--- config.mk ---
export PLATFORM = sky130hd
export DESIGN_NAME = prescaled_counter_flat
export DESIGN_NICKNAME = d
export VERILOG_FILES = /design/src/rtl/prescaled_counter_if.sv /design/src/rtl/prescaled_counter.sv /design/src/flat_wrapper.sv
export SDC_FILE = /design/constraint.sdc
export NUM_CORES = 1
export LEC_CHECK = 0
export CAP_MARGIN = 40
export CORE_MARGIN = 4
export CORE_UTILIZATION = 39
export CTS_CLUSTER_SIZE = 20
export DETAILED_ROUTE_END_ITERATION = 10
export PLACE_DENSITY = 0.61
export REMOVE_ABC_BUFFERS = 1
export SYNTH_ARGS = -nofsm -noshare
export SYNTH_HDL_FRONTEND = slang
export SYNTH_SLANG_ARGS = --single-unit
--- constraint.sdc ---
create_clock -name clock -period 3.1 [get_ports clock]
set_input_delay 0.31 -clock clock [delete_from_list [all_inputs] [get_ports clock]]
set_output_delay 0.31 -clock clock [all_outputs]
set_load 0.005 [all_outputs]
--- src/rtl/prescaled_counter_if.sv ---
// Control and status bundle for prescaled_counter.
// The master drives the controls and observes the count and status.
// The slave is the counter itself.
interface prescaled_counter_if #(
  parameter int WIDTH    = 8,
  parameter int PS_WIDTH = 32
);
  logic                enable;
  logic                load;
  logic [WIDTH-1:0]    load_value;
  logic                up_down;
  logic                one_shot;
  logic [PS_WIDTH-1:0] prescaler_val;
  logic [WIDTH-1:0]    counter;
  logic                step;
  logic                terminal;
  logic                overflow;
  logic                done;

  modport master (
    output enable, load, load_value, up_down, one_shot, prescaler_val,
    input  counter, step, terminal, overflow, done
  );

  modport slave (
    input  enable, load, load_value, up_down, one_shot, prescaler_val,
    output counter, step, terminal, overflow, done
  );
endinterface

--- src/rtl/prescaled_counter.sv ---
// Up/down counter with a programmable prescaler, synchronous load and
// wrap or one-shot behaviour. It provides step and terminal pulses, a sticky
// overflow flag and a done flag. All outputs are registered.
module prescaled_counter #(
  parameter int               WIDTH       = 8,
  parameter int               PS_WIDTH    = 32,
  parameter logic [WIDTH-1:0] RESET_VALUE = '0
) (
  input logic              clock,
  input logic              reset_n,
  prescaled_counter_if.slave bus
);

  typedef enum logic [1:0] {IDLE, RUN, DONE} state_t;

  state_t              state, state_n;
  logic [WIDTH-1:0]    cnt, cnt_n;
  logic [PS_WIDTH-1:0] ps, ps_n;
  logic                step_q, step_n;
  logic                term_q, term_n;
  logic                ovf_q, ovf_n;
  logic                done_q, done_n;
  logic                at_term;

  // State, count, prescaler and registered status flags
  always_ff @(posedge clock or negedge reset_n) begin
    if (!reset_n) begin
      state  <= IDLE;
      cnt    <= RESET_VALUE;
      ps     <= '0;
      step_q <= 1'b0;
      term_q <= 1'b0;
      ovf_q  <= 1'b0;
      done_q <= 1'b0;
    end else begin
      state  <= state_n;
      cnt    <= cnt_n;
      ps     <= ps_n;
      step_q <= step_n;
      term_q <= term_n;
      ovf_q  <= ovf_n;
      done_q <= done_n;
    end
  end

  // Next-state and next-output logic. Load overrides everything, and a low
  // enable in RUN overrides a pending step edge.
  always_comb begin
    state_n = state;
    cnt_n   = cnt;
    ps_n    = ps;
    ovf_n   = ovf_q;
    step_n  = 1'b0;
    term_n  = 1'b0;
    at_term = bus.up_down ? (cnt == '1) : (cnt == '0);

    if (bus.load) begin
      cnt_n   = bus.load_value;
      ps_n    = '0;
      ovf_n   = 1'b0;
      state_n = bus.enable ? RUN : IDLE;
    end else begin
      unique case (state)
        IDLE: begin
          ps_n = '0;
          if (bus.enable) state_n = RUN;
        end
        RUN: begin
          if (!bus.enable) begin
            ps_n    = '0;
            state_n = IDLE;
          end else if (ps >= bus.prescaler_val) begin
            ps_n = '0;
            if (at_term) begin
              term_n = 1'b1;
              if (bus.one_shot) begin
                state_n = DONE;
              end else begin
                cnt_n  = bus.up_down ? '0 : '1;
                ovf_n  = 1'b1;
                step_n = 1'b1;
              end
            end else begin
              cnt_n  = bus.up_down ? cnt + WIDTH'(1) : cnt - WIDTH'(1);
              step_n = 1'b1;
            end
          end else begin
            ps_n = ps + PS_WIDTH'(1);
          end
        end
        DONE: begin
          ps_n = '0;
          if (!bus.enable) state_n = IDLE;
        end
        default: begin
          ps_n    = '0;
          state_n = IDLE;
        end
      endcase
    end

    done_n = (state_n == DONE);
  end

  assign bus.counter  = cnt;
  assign bus.step     = step_q;
  assign bus.terminal = term_q;
  assign bus.overflow = ovf_q;
  assign bus.done     = done_q;

endmodule

--- src/flat_wrapper.sv ---
// flat-port wrapper written by rule: the top's interface ports become plain ports
module prescaled_counter_flat 
#(
  parameter int               WIDTH       = 8,
  parameter int               PS_WIDTH    = 32,
  parameter logic [WIDTH-1:0] RESET_VALUE = '0
)
  (clock, reset_n, bus_enable, bus_load, bus_load_value, bus_up_down, bus_one_shot, bus_prescaler_val, bus_counter, bus_step, bus_terminal, bus_overflow, bus_done);
  prescaled_counter_if #(.WIDTH(WIDTH), .PS_WIDTH(PS_WIDTH)) bus_i ();
  input logic clock;
  input logic reset_n;
  input wire logic [$bits(bus_i.enable)-1:0] bus_enable;
  input wire logic [$bits(bus_i.load)-1:0] bus_load;
  input wire logic [$bits(bus_i.load_value)-1:0] bus_load_value;
  input wire logic [$bits(bus_i.up_down)-1:0] bus_up_down;
  input wire logic [$bits(bus_i.one_shot)-1:0] bus_one_shot;
  input wire logic [$bits(bus_i.prescaler_val)-1:0] bus_prescaler_val;
  output wire logic [$bits(bus_i.counter)-1:0] bus_counter;
  output wire logic [$bits(bus_i.step)-1:0] bus_step;
  output wire logic [$bits(bus_i.terminal)-1:0] bus_terminal;
  output wire logic [$bits(bus_i.overflow)-1:0] bus_overflow;
  output wire logic [$bits(bus_i.done)-1:0] bus_done;
  assign bus_i.enable = bus_enable;
  assign bus_i.load = bus_load;
  assign bus_i.load_value = bus_load_value;
  assign bus_i.up_down = bus_up_down;
  assign bus_i.one_shot = bus_one_shot;
  assign bus_i.prescaler_val = bus_prescaler_val;
  assign bus_counter = bus_i.counter;
  assign bus_step = bus_i.step;
  assign bus_terminal = bus_i.terminal;
  assign bus_overflow = bus_i.overflow;
  assign bus_done = bus_i.done;
  prescaled_counter #(.WIDTH(WIDTH), .PS_WIDTH(PS_WIDTH), .RESET_VALUE(RESET_VALUE)) u_core (.clock(clock), .reset_n(reset_n), .bus(bus_i));
endmodule
==> flow_metrics.tcl, run 1 <==
set metrics [dict create \
    post-place-ws_ns 0.207 \
    final_common_cell "nor2_1" \
    worst_slew_pin_slew_ns 0.511 \
    grt_max_degree 37 \
    cts.sinks 46 \
    die_area_mm2 0.0102 \
    drtAntennaViolNets 0 \
    start_util 0.406 \
    path_clk_slew_ns 0.09 \
    synth.avg_cell_area_um2 8.68 \
    wire_per_inst_um 13.5 \
    first_global_vias 2837 \
    cts-resized-gates 0 \
    core_mm2 0.00830 \
    slew_viol_final 0 \
    post_cts_buffers 0 \
    synthCells 388 \
    path_class "in -> reg" \
    vias 2846 \
    synth_edf_count 0 \
    cts-buffers-inserted 5 \
    htreeDepth 2 \
    synth.cell_area_mm2 0.00337 \
    place_congestion 0.806 \
    status "finished clean" \
    synth.yosys.seq_area_share 0.342 \
    drv_cap 0 \
    maxSlewHeadroom 0.657 \
    fp.dieW_um 101 \
    cts_hold_buf 1 \
    fin_util 0.507 \
    grt-ovfl-total 0 \
    ys_seq_elements 46 \
    multi_input_area_mm2 0.00202 \
    drtIter0Drc 94 \
    cts-root-buf "clkbuf_8" \
    boundaryPins 58 \
    cts_tree "yes" \
    drc_errors 0 \
    clock_path_buffers 2 \
    power_leakage_nw 1.92 \
    fin_area_mm2 0.00421 \
    ys_types 46 \
    post-dp-hpwl_um 5910 \
    cp_slowest_cell "clkdlybuf4s50_1" \
    timing.rr.end "u_core.bus.counter[0]" \
    viasPerCell 5.12 \
    clock.fmax_mhz 390 \
    hold_slack_ns 0.411 \
    crit_required_ns 3.29 \
    setup_viol 0 \
    reg2reg_slack_ns 0.54 \
    period_share 0.828 \
    area_growth_pct 25.0 \
    drt_pass1_iterations 4 \
    arrival_ns 2.75 \
    ff_latch_area_mm2 0.00115 \
    n_antenna_cell 0 \
    drive_above_1_share 0.0466 \
    r2r-start "u_core.ps[13]" \
    crit_buf_inv 2 \
    crit_family "compound AO/OA/AOI/OAI gates" \
    period_needed_ns 2.57 \
    ir_drop_uv 162 \
    hold_viol 0 \
    place_area_mm2 0.00409 \
    worst_setup_path_end_kind "flip-flop" \
    grt_setup_unrepaired "false" \
    grt_pass1_wl_um 12800 \
    wirelength_um 7490 \
    synth_async_sr_flop_share 1.00 \
    clk_latency_ns 0.30 \
    finalClockSkew_ns 0.00696 \
    crit_chain "clkdlybuf4s50_1 > inv_1 > ha_1 > nand4_1 > nor4_1 > a221oi_1 > a21boi_0 > a2111oi_0 > a221o_1" \
    finalWorstSetupSlack_ns 0.535 \
    grt.total_usage 0.155 \
    final_cell_mix "nor2_1 (59), clkdlybuf4s50_1 (56), dfrtp_1 (46), inv_1 (44), ha_1 (39)" \
    antenna_found_initial 0 \
    crit_start "bus_prescaler_val[31]" \
    nets 536 \
    power_density_mw_per_mm2 319 \
    port_buffers 57 \
    cp-start-kind "primary input" \
    crit_fanout 4 \
    hp-class "in -> async" \
    fill_cells 786 \
    tns_ns 0 \
    synth_top_flop_cell "dfrtp_1" \
    slowest_delay_ns 0.45 \
    row_count 33 \
    yosys_warnings 0 \
    reg2reg_depth 7 \
    dieHeight_um 101 \
]
-- layer usage --
metal / wire length (um) / GRT usage / up-vias
li1: - / - / 1448
met1: 3530 / 0.201 / 1327
met2: 3490 / 0.260 / 62
met3: 329 / 0.0270 / 9
met4: 146 / 0.0521 / 0
met5: 0 / 0 / -
-- cell families (layout without fill, tap and decap cells) --
family	count (synthesis)	after routing	synth area share
buffers and inverters	52	115	0.0591
multiplexers	11	11	0.0331
adder cells (fa/ha/maj)	40	40	0.151
AND/OR/NAND/NOR	146	146	0.205
flip-flops	46	46	0.342
AO/OA/AOI/OAI	57	57	0.117
XOR/XNOR	36	36	0.0936
-- flip-flops by register name, summed over array words and instances (netlist names) --
register / flops
u_core.state: 2
u_core.ps: 32
u_core.bus.step: 1
u_core.bus.terminal: 1
u_core.bus.overflow: 1
u_core.bus.counter: 8
u_core.bus.done: 1
-- metrics by stage --
| stage | power, mW | instances |
|---|---|---|
| 6_report | 1.34 | 556 |
| 5_1_grt | 1.42 | 556 |
| 4_1_cts | 1.36 | 556 |
| 3_5_place_dp | 0.909 | 547 |
| 3_3_place_gp | 0.902 | 546 |
| 2_1_floorplan | 0.773 | 380 |
-- power by group --
part,internal [mW],switching (mW)
clock network,0.242,0.204
registers,0.611,0.0193
logic,0.146,0.120
-- final cells by class --
type | instances | share of cell area
clock inverter | 1 | 0.00713
timing repair buffer | 63 | 0.152
tap | 105 | 0.0312
multi-input combinational | 290 | 0.479
clock buffer | 7 | 0.0181
sequential | 46 | 0.273
inverter | 44 | 0.0392
-- how the worst max path moves through the flow --
stage                            endpoint  slack [ns]  cells after the start
finish              u_core.bus.counter[0]        0.53                      9
global route        u_core.bus.counter[0]        0.29                      9
detailed placement  u_core.bus.counter[0]        0.21                      9
floorplan                   u_core.ps[10]        0.55                      7
CTS                 u_core.bus.counter[0]        0.52                      9
global placement    u_core.bus.counter[0]        0.30                      9
-- Yosys cell counts, drive strengths merged, types with 8 or more instances --
library cell | n | area (um2)
nand4 | 16 | 100
xor2 | 16 | 140
inv | 44 | 165
a21oi | 25 | 125
mux2i | 10 | 100
xnor2 | 20 | 175
nand2 | 30 | 113
nor2 | 60 | 228
nand3 | 14 | 70.1
ha | 39 | 488
dfrtp | 46 | 1150
o21ai | 8 | 43.8
-- worst register-to-register path, delay by kind of cell (launching register included) --
kind	cells	cell delay (ns)
and+or+nand+nor	3	0.89
AOI/OAI and AO/OA	3	0.74
DFF	1	0.48
adders and majority gates	1	0.34
Power figures use the tool's default switching activity.
==> run 2: changes to the inputs <==
PLACE_DENSITY = 0.63   (was 0.61)
clock period = 2.3 ns   (was 3.1 ns; I/O delays follow)
==> flow_metrics.tcl, run 2 (synthesized netlist as in run 1, its figures left out) <==
set metrics [dict create \
    multi_input_area_mm2 0.00217 \
    final_common_cell "buf_4" \
    fill_cells 710 \
    start_util 0.406 \
    drt_pass1_iterations 4 \
    post-place-ws_ns -0.562 \
    largest_register_ffs 32 \
    r2r-start "u_core.ps[13]" \
    period_needed_ns 2.45 \
    first_global_vias 3112 \
    ff_latch_area_mm2 0.00115 \
    viasPerCell 5.04 \
    post-dp-hpwl_um 6450 \
    port_buffers 57 \
    crit_start "u_core.ps[13]" \
    crit_required_ns 2.49 \
    grt_pass1_wl_um 14000 \
    n_antenna_cell 0 \
    grt_setup_unrepaired "true" \
    hp-class "in -> async" \
    drive_above_1_share 0.203 \
    area_growth_pct 45.8 \
    drtIter0Drc 135 \
    top_register "u_core.ps" \
    worst_slew_pin_slew_ns 0.595 \
    worst_setup_path_end_kind "flip-flop" \
    core_mm2 0.00830 \
    final_cell_mix "buf_4 (64), nor2_1 (59), clkdlybuf4s50_1 (56), dfrtp_1 (46), inv_1 (43)" \
    power_density_mw_per_mm2 383 \
    clk_latency_ns 0.30 \
    setup_viol 44 \
    fp.dieW_um 101 \
    slowest_delay_ns 0.53 \
    cts-root-buf "clkbuf_8" \
    slew_viol_final 0 \
    drtAntennaViolNets 0 \
    p_total_mw 1.88 \
    grt.total_usage 0.169 \
    nets 602 \
    finalClockSkew_ns 0.00955 \
    path_clk_slew_ns 0.08 \
    cts_tree "yes" \
    crit_fanout 8 \
    grt-ovfl-total 0 \
    drc_errors 0 \
    wirelength_um 8700 \
    grt_max_degree 47 \
    crit_chain "ha_4 > nand4_1 > nor3_2 > or4b_4 > buf_4 > a31o_4 > nand2_8 > clkbuf_16 > nor2_1" \
    cp_slowest_cell "or4b_4" \
    antenna_found_initial 0 \
    hold_slack_ns 0.00761 \
    boundaryPins 58 \
    wire_per_inst_um 14.0 \
    row_count 33 \
    tns_ns -5.55 \
    ir_drop_uv 374 \
    maxSlewHeadroom 0.603 \
    timing.rr.end "u_core.ps[4]" \
    place_area_mm2 0.00453 \
    finalWorstSetupSlack_ns -0.154 \
    dieHeight_um 101 \
    fin_area_mm2 0.00491 \
    reg2reg_depth 9 \
    vias 3134 \
    clock_path_buffers 2 \
    arrival_ns 2.64 \
    cp-start-kind "flip-flop" \
    period_share 1.07 \
    drv_cap 0 \
    path_class "reg -> reg" \
    hold_viol 0 \
    reg2reg_slack_ns -0.15 \
    cts.sinks 46 \
    status "finished, violations left" \
    place_congestion 0.841 \
    endpoint "u_core.ps[4]" \
    htreeDepth 2 \
    power_leakage_nw 2.29 \
    clock.fmax_mhz 408 \
    cts_hold_buf 0 \
    die_area_mm2 0.0102 \
    cts-buffers-inserted 5 \
    violations "negative setup slack" \
]
[run 2: cell count changes in the layout (fill, tap and decap cells not counted), sizes merged]
cell	before	now
buf	6	71
dlygate4sd3	1	0
clkbuf	7	9
[run 2: area by class of cell]
| cell class | instances | share of cell area |
|---|---|---|
| Clock buffer | 7 | 0.0155 |
| Clock inverter | 1 | 0.00612 |
| Inverter | 44 | 0.0336 |
| Multi-Input combinational cell | 290 | 0.443 |
| Sequential cell | 46 | 0.234 |
| Tap cell | 105 | 0.0268 |
| Timing Repair Buffer | 129 | 0.241 |
[run 2: stage by stage]
stage | std cells | utilization
after floorplan | 380 | -
after global placement | 607 | 0.546
after detailed placement | 607 | 0.546
after CTS | 617 | 0.573
after global routing | 622 | 0.592
final | 622 | 0.592
[run 2: routing by layer]
metal / track usage / routed length (um) / share of wire / vias to the layer above
met5: 0 / 0 / 0 / -
met4: 0.0511 / 104 / 0.012 / 0
met3: 0.0194 / 285 / 0.033 / 8
met2: 0.291 / 4300 / 0.49 / 56
met1: 0.221 / 4010 / 0.46 / 1476
li1: - / - / - / 1594
[run 2: worst min path at each step]
stage	startpoint	to	cells past startpoint
after global placement	reset_n	u_core.ps[4]	2
after floorplan	reset_n	u_core.bus.counter[0]	0
final	reset_n	u_core.ps[3]	2
after detailed placement	reset_n	u_core.ps[3]	2
after CTS	reset_n	u_core.ps[14]	2
after global routing	reset_n	u_core.ps[3]	2
[run 2: critical path: cells and delay by family (launching register included)]
family | cells | cell delay, ns
AOI/OAI and AO/OA | 1 | 0.24
DFF | 1 | 0.43
and+or+nand+nor | 5 | 1.07
adders and majority gates | 1 | 0.28
buffers and inverters | 2 | 0.32
[run 2: timing repair]
item,4_1_cts,5_1_grt
pin swaps,13,8
setup buffers,4,2
resized for setup,17,13
setup endpoints to repair,44,45
endpoints found under the hold margin,0,0
gates cloned,0,3
[run 2: power breakdown]
part / internal [mW] / switching (mW) / total, mW
logic: 0.245 / 0.188 / 0.433
clock network: 0.326 / 0.276 / 0.601
registers: 0.823 / 0.0224 / 0.846
total: 1.39 / 0.486 / 1.88
==> run 3: changes to the inputs <==
PLACE_DENSITY = 0.65   (was 0.63)
==> flow_metrics.tcl, run 3 (synthesized netlist as in run 1, its figures left out) <==
set metrics [dict create \
    core_mm2 0.00830 \
    row_count 33 \
    wirelength_um 8640 \
    post-place-ws_ns -0.554 \
    clock.fmax_mhz 418 \
    setup_viol 44 \
    power_density_mw_per_mm2 389 \
    boundaryPins 58 \
    n_antenna_cell 0 \
    post-dp-hpwl_um 6420 \
    p_total_mw 1.88 \
    place_congestion 0.851 \
    die_area_mm2 0.0102 \
    clk_latency_ns 0.30 \
    fin_cells 617 \
    cts_hold_buf 0 \
    drtAntennaViolNets 0 \
    cts_tree "yes" \
    drc_errors 0 \
    grt-ovfl-total 0 \
    clock_path_buffers 2 \
    cp-start-kind "primary input" \
    antenna_found_initial 0 \
    reg2reg_depth 7 \
    fp.dieW_um 101 \
    violations "negative setup slack" \
    dieHeight_um 101 \
    cts-buffers-inserted 5 \
    worst_setup_path_end_kind "flip-flop" \
    cts-root-buf "clkbuf_8" \
    first_global_vias 3179 \
    ir_drop_uv 236 \
    drtIter0Drc 100 \
    arrival_ns 2.59 \
    start_util 0.406 \
    vias 3111 \
    wire_per_inst_um 14.0 \
    viasPerCell 5.04 \
    grt_setup_unrepaired "true" \
    drv_cap 0 \
    fill_cells 744 \
    path_clk_slew_ns 0.09 \
    crit_fanout 6 \
    final_cell_mix "nor2_1 (59), buf_4 (59), clkdlybuf4s50_1 (56), dfrtp_1 (46), inv_1 (43)" \
    status "finished, violations left" \
    slew_viol_final 0 \
    period_needed_ns 2.39 \
    power_leakage_nw 2.28 \
    htreeDepth 2 \
    period_share 1.04 \
    finalWorstSetupSlack_ns -0.0925 \
    dp_cells 604 \
    grt_pass1_wl_um 14100 \
    grt_max_degree 47 \
    drive_above_1_share 0.184 \
    worst_slew_pin_slew_ns 0.617 \
    hp-class "in -> async" \
    hold_viol 0 \
    path_class "in -> reg" \
    crit_required_ns 2.49 \
    cts.sinks 46 \
    top_register "u_core.ps" \
    finalClockSkew_ns 0.00402 \
    maxSlewHeadroom 0.589 \
    place_area_mm2 0.00452 \
    grt.total_usage 0.170 \
    area_growth_pct 43.2 \
    port_buffers 57 \
    nets 597 \
    largest_register_ffs 32 \
    drt_pass1_iterations 4 \
    fin_area_mm2 0.00482 \
]
[run 3: cell types whose count changed in the layout (fill, tap and decap cells not counted), moves of 2 or more]
cell	delta
ha_1	+2
ha_4	-2
a2111oi_2	-2
buf_4	-5
[run 3: per-stage QoR]
step | setup TNS, ns | utilization | hold WS, ns
4_1_cts | -0.936 | 0.568 | 0.0388
3_3_place_gp | -15.12 | 0.545 | 0.362
5_1_grt | -6.04 | 0.581 | 0.0588
3_5_place_dp | -18.65 | 0.545 | 0.366
2_1_floorplan | -7.65 | - | -0.0656
6_report | -1.76 | 0.581 | 0.0111
[run 3: cell type report]
class	instances	area, um2	share of cell area
clock buffer	7	76.3	0.0158
multi-input combinational	290	2110	0.437
tap	105	131	0.0272
sequential	46	1150	0.239
inverter	44	165	0.0342
clock inverter	1	30.0	0.00622
timing repair buffer	124	1160	0.240
[run 3: final timing paths]
check	from	to	slack, ns
worst min register to register	u_core.bus.overflow	u_core.bus.overflow	0.50
worst max register to register	u_core.ps[14]	u_core.bus.counter[0]	-0.08
max in group asynchronous	reset_n	u_core.ps[30]	1.87
worst max-delay path	bus_prescaler_val[14]	u_core.bus.counter[0]	-0.09
min in group clock	u_core.bus.overflow	u_core.bus.overflow	0.50
worst min-delay path	reset_n	u_core.ps[0]	0.01
[run 3: power by group]
| part | internal [mW] | switching [mW] | leakage [nW] |
|---|---|---|---|
| sequential | 0.823 | 0.0229 | 0.621 |
| combinational | 0.241 | 0.185 | 1.60 |
| clock | 0.326 | 0.281 | 0.0524 |
| total | 1.39 | 0.488 | 2.28 |
[run 3: routing by layer]
layer | vias up | global-route usage | part of all wire
li1 | 1583 | - | -
met1 | 1458 | 0.216 | 0.45
met2 | 62 | 0.305 | 0.50
met3 | 8 | 0.0187 | 0.037
met4 | 0 | 0.0481 | 0.013
met5 | - | 0 | 0
[run 3: what timing repair did]
item / in CTS / in global routing
pin swaps: 14 / 5
endpoints found under the hold margin: 0 / 0
gates cloned: 1 / 2
endpoints found under the setup margin: 44 / 45
gates resized for setup: 16 / 6
buffers inserted: 1 / 3
[run 3: critical path: stages]
cell and delay (ns):
clkdlybuf4s50_1 0.46, inv_1 0.04, ha_1 0.28, nand4_1 0.16, nor3_2 0.17, or4b_4 0.52, a31oi_4 0.30, a2111oi_1 0.15
a221o_1 0.27
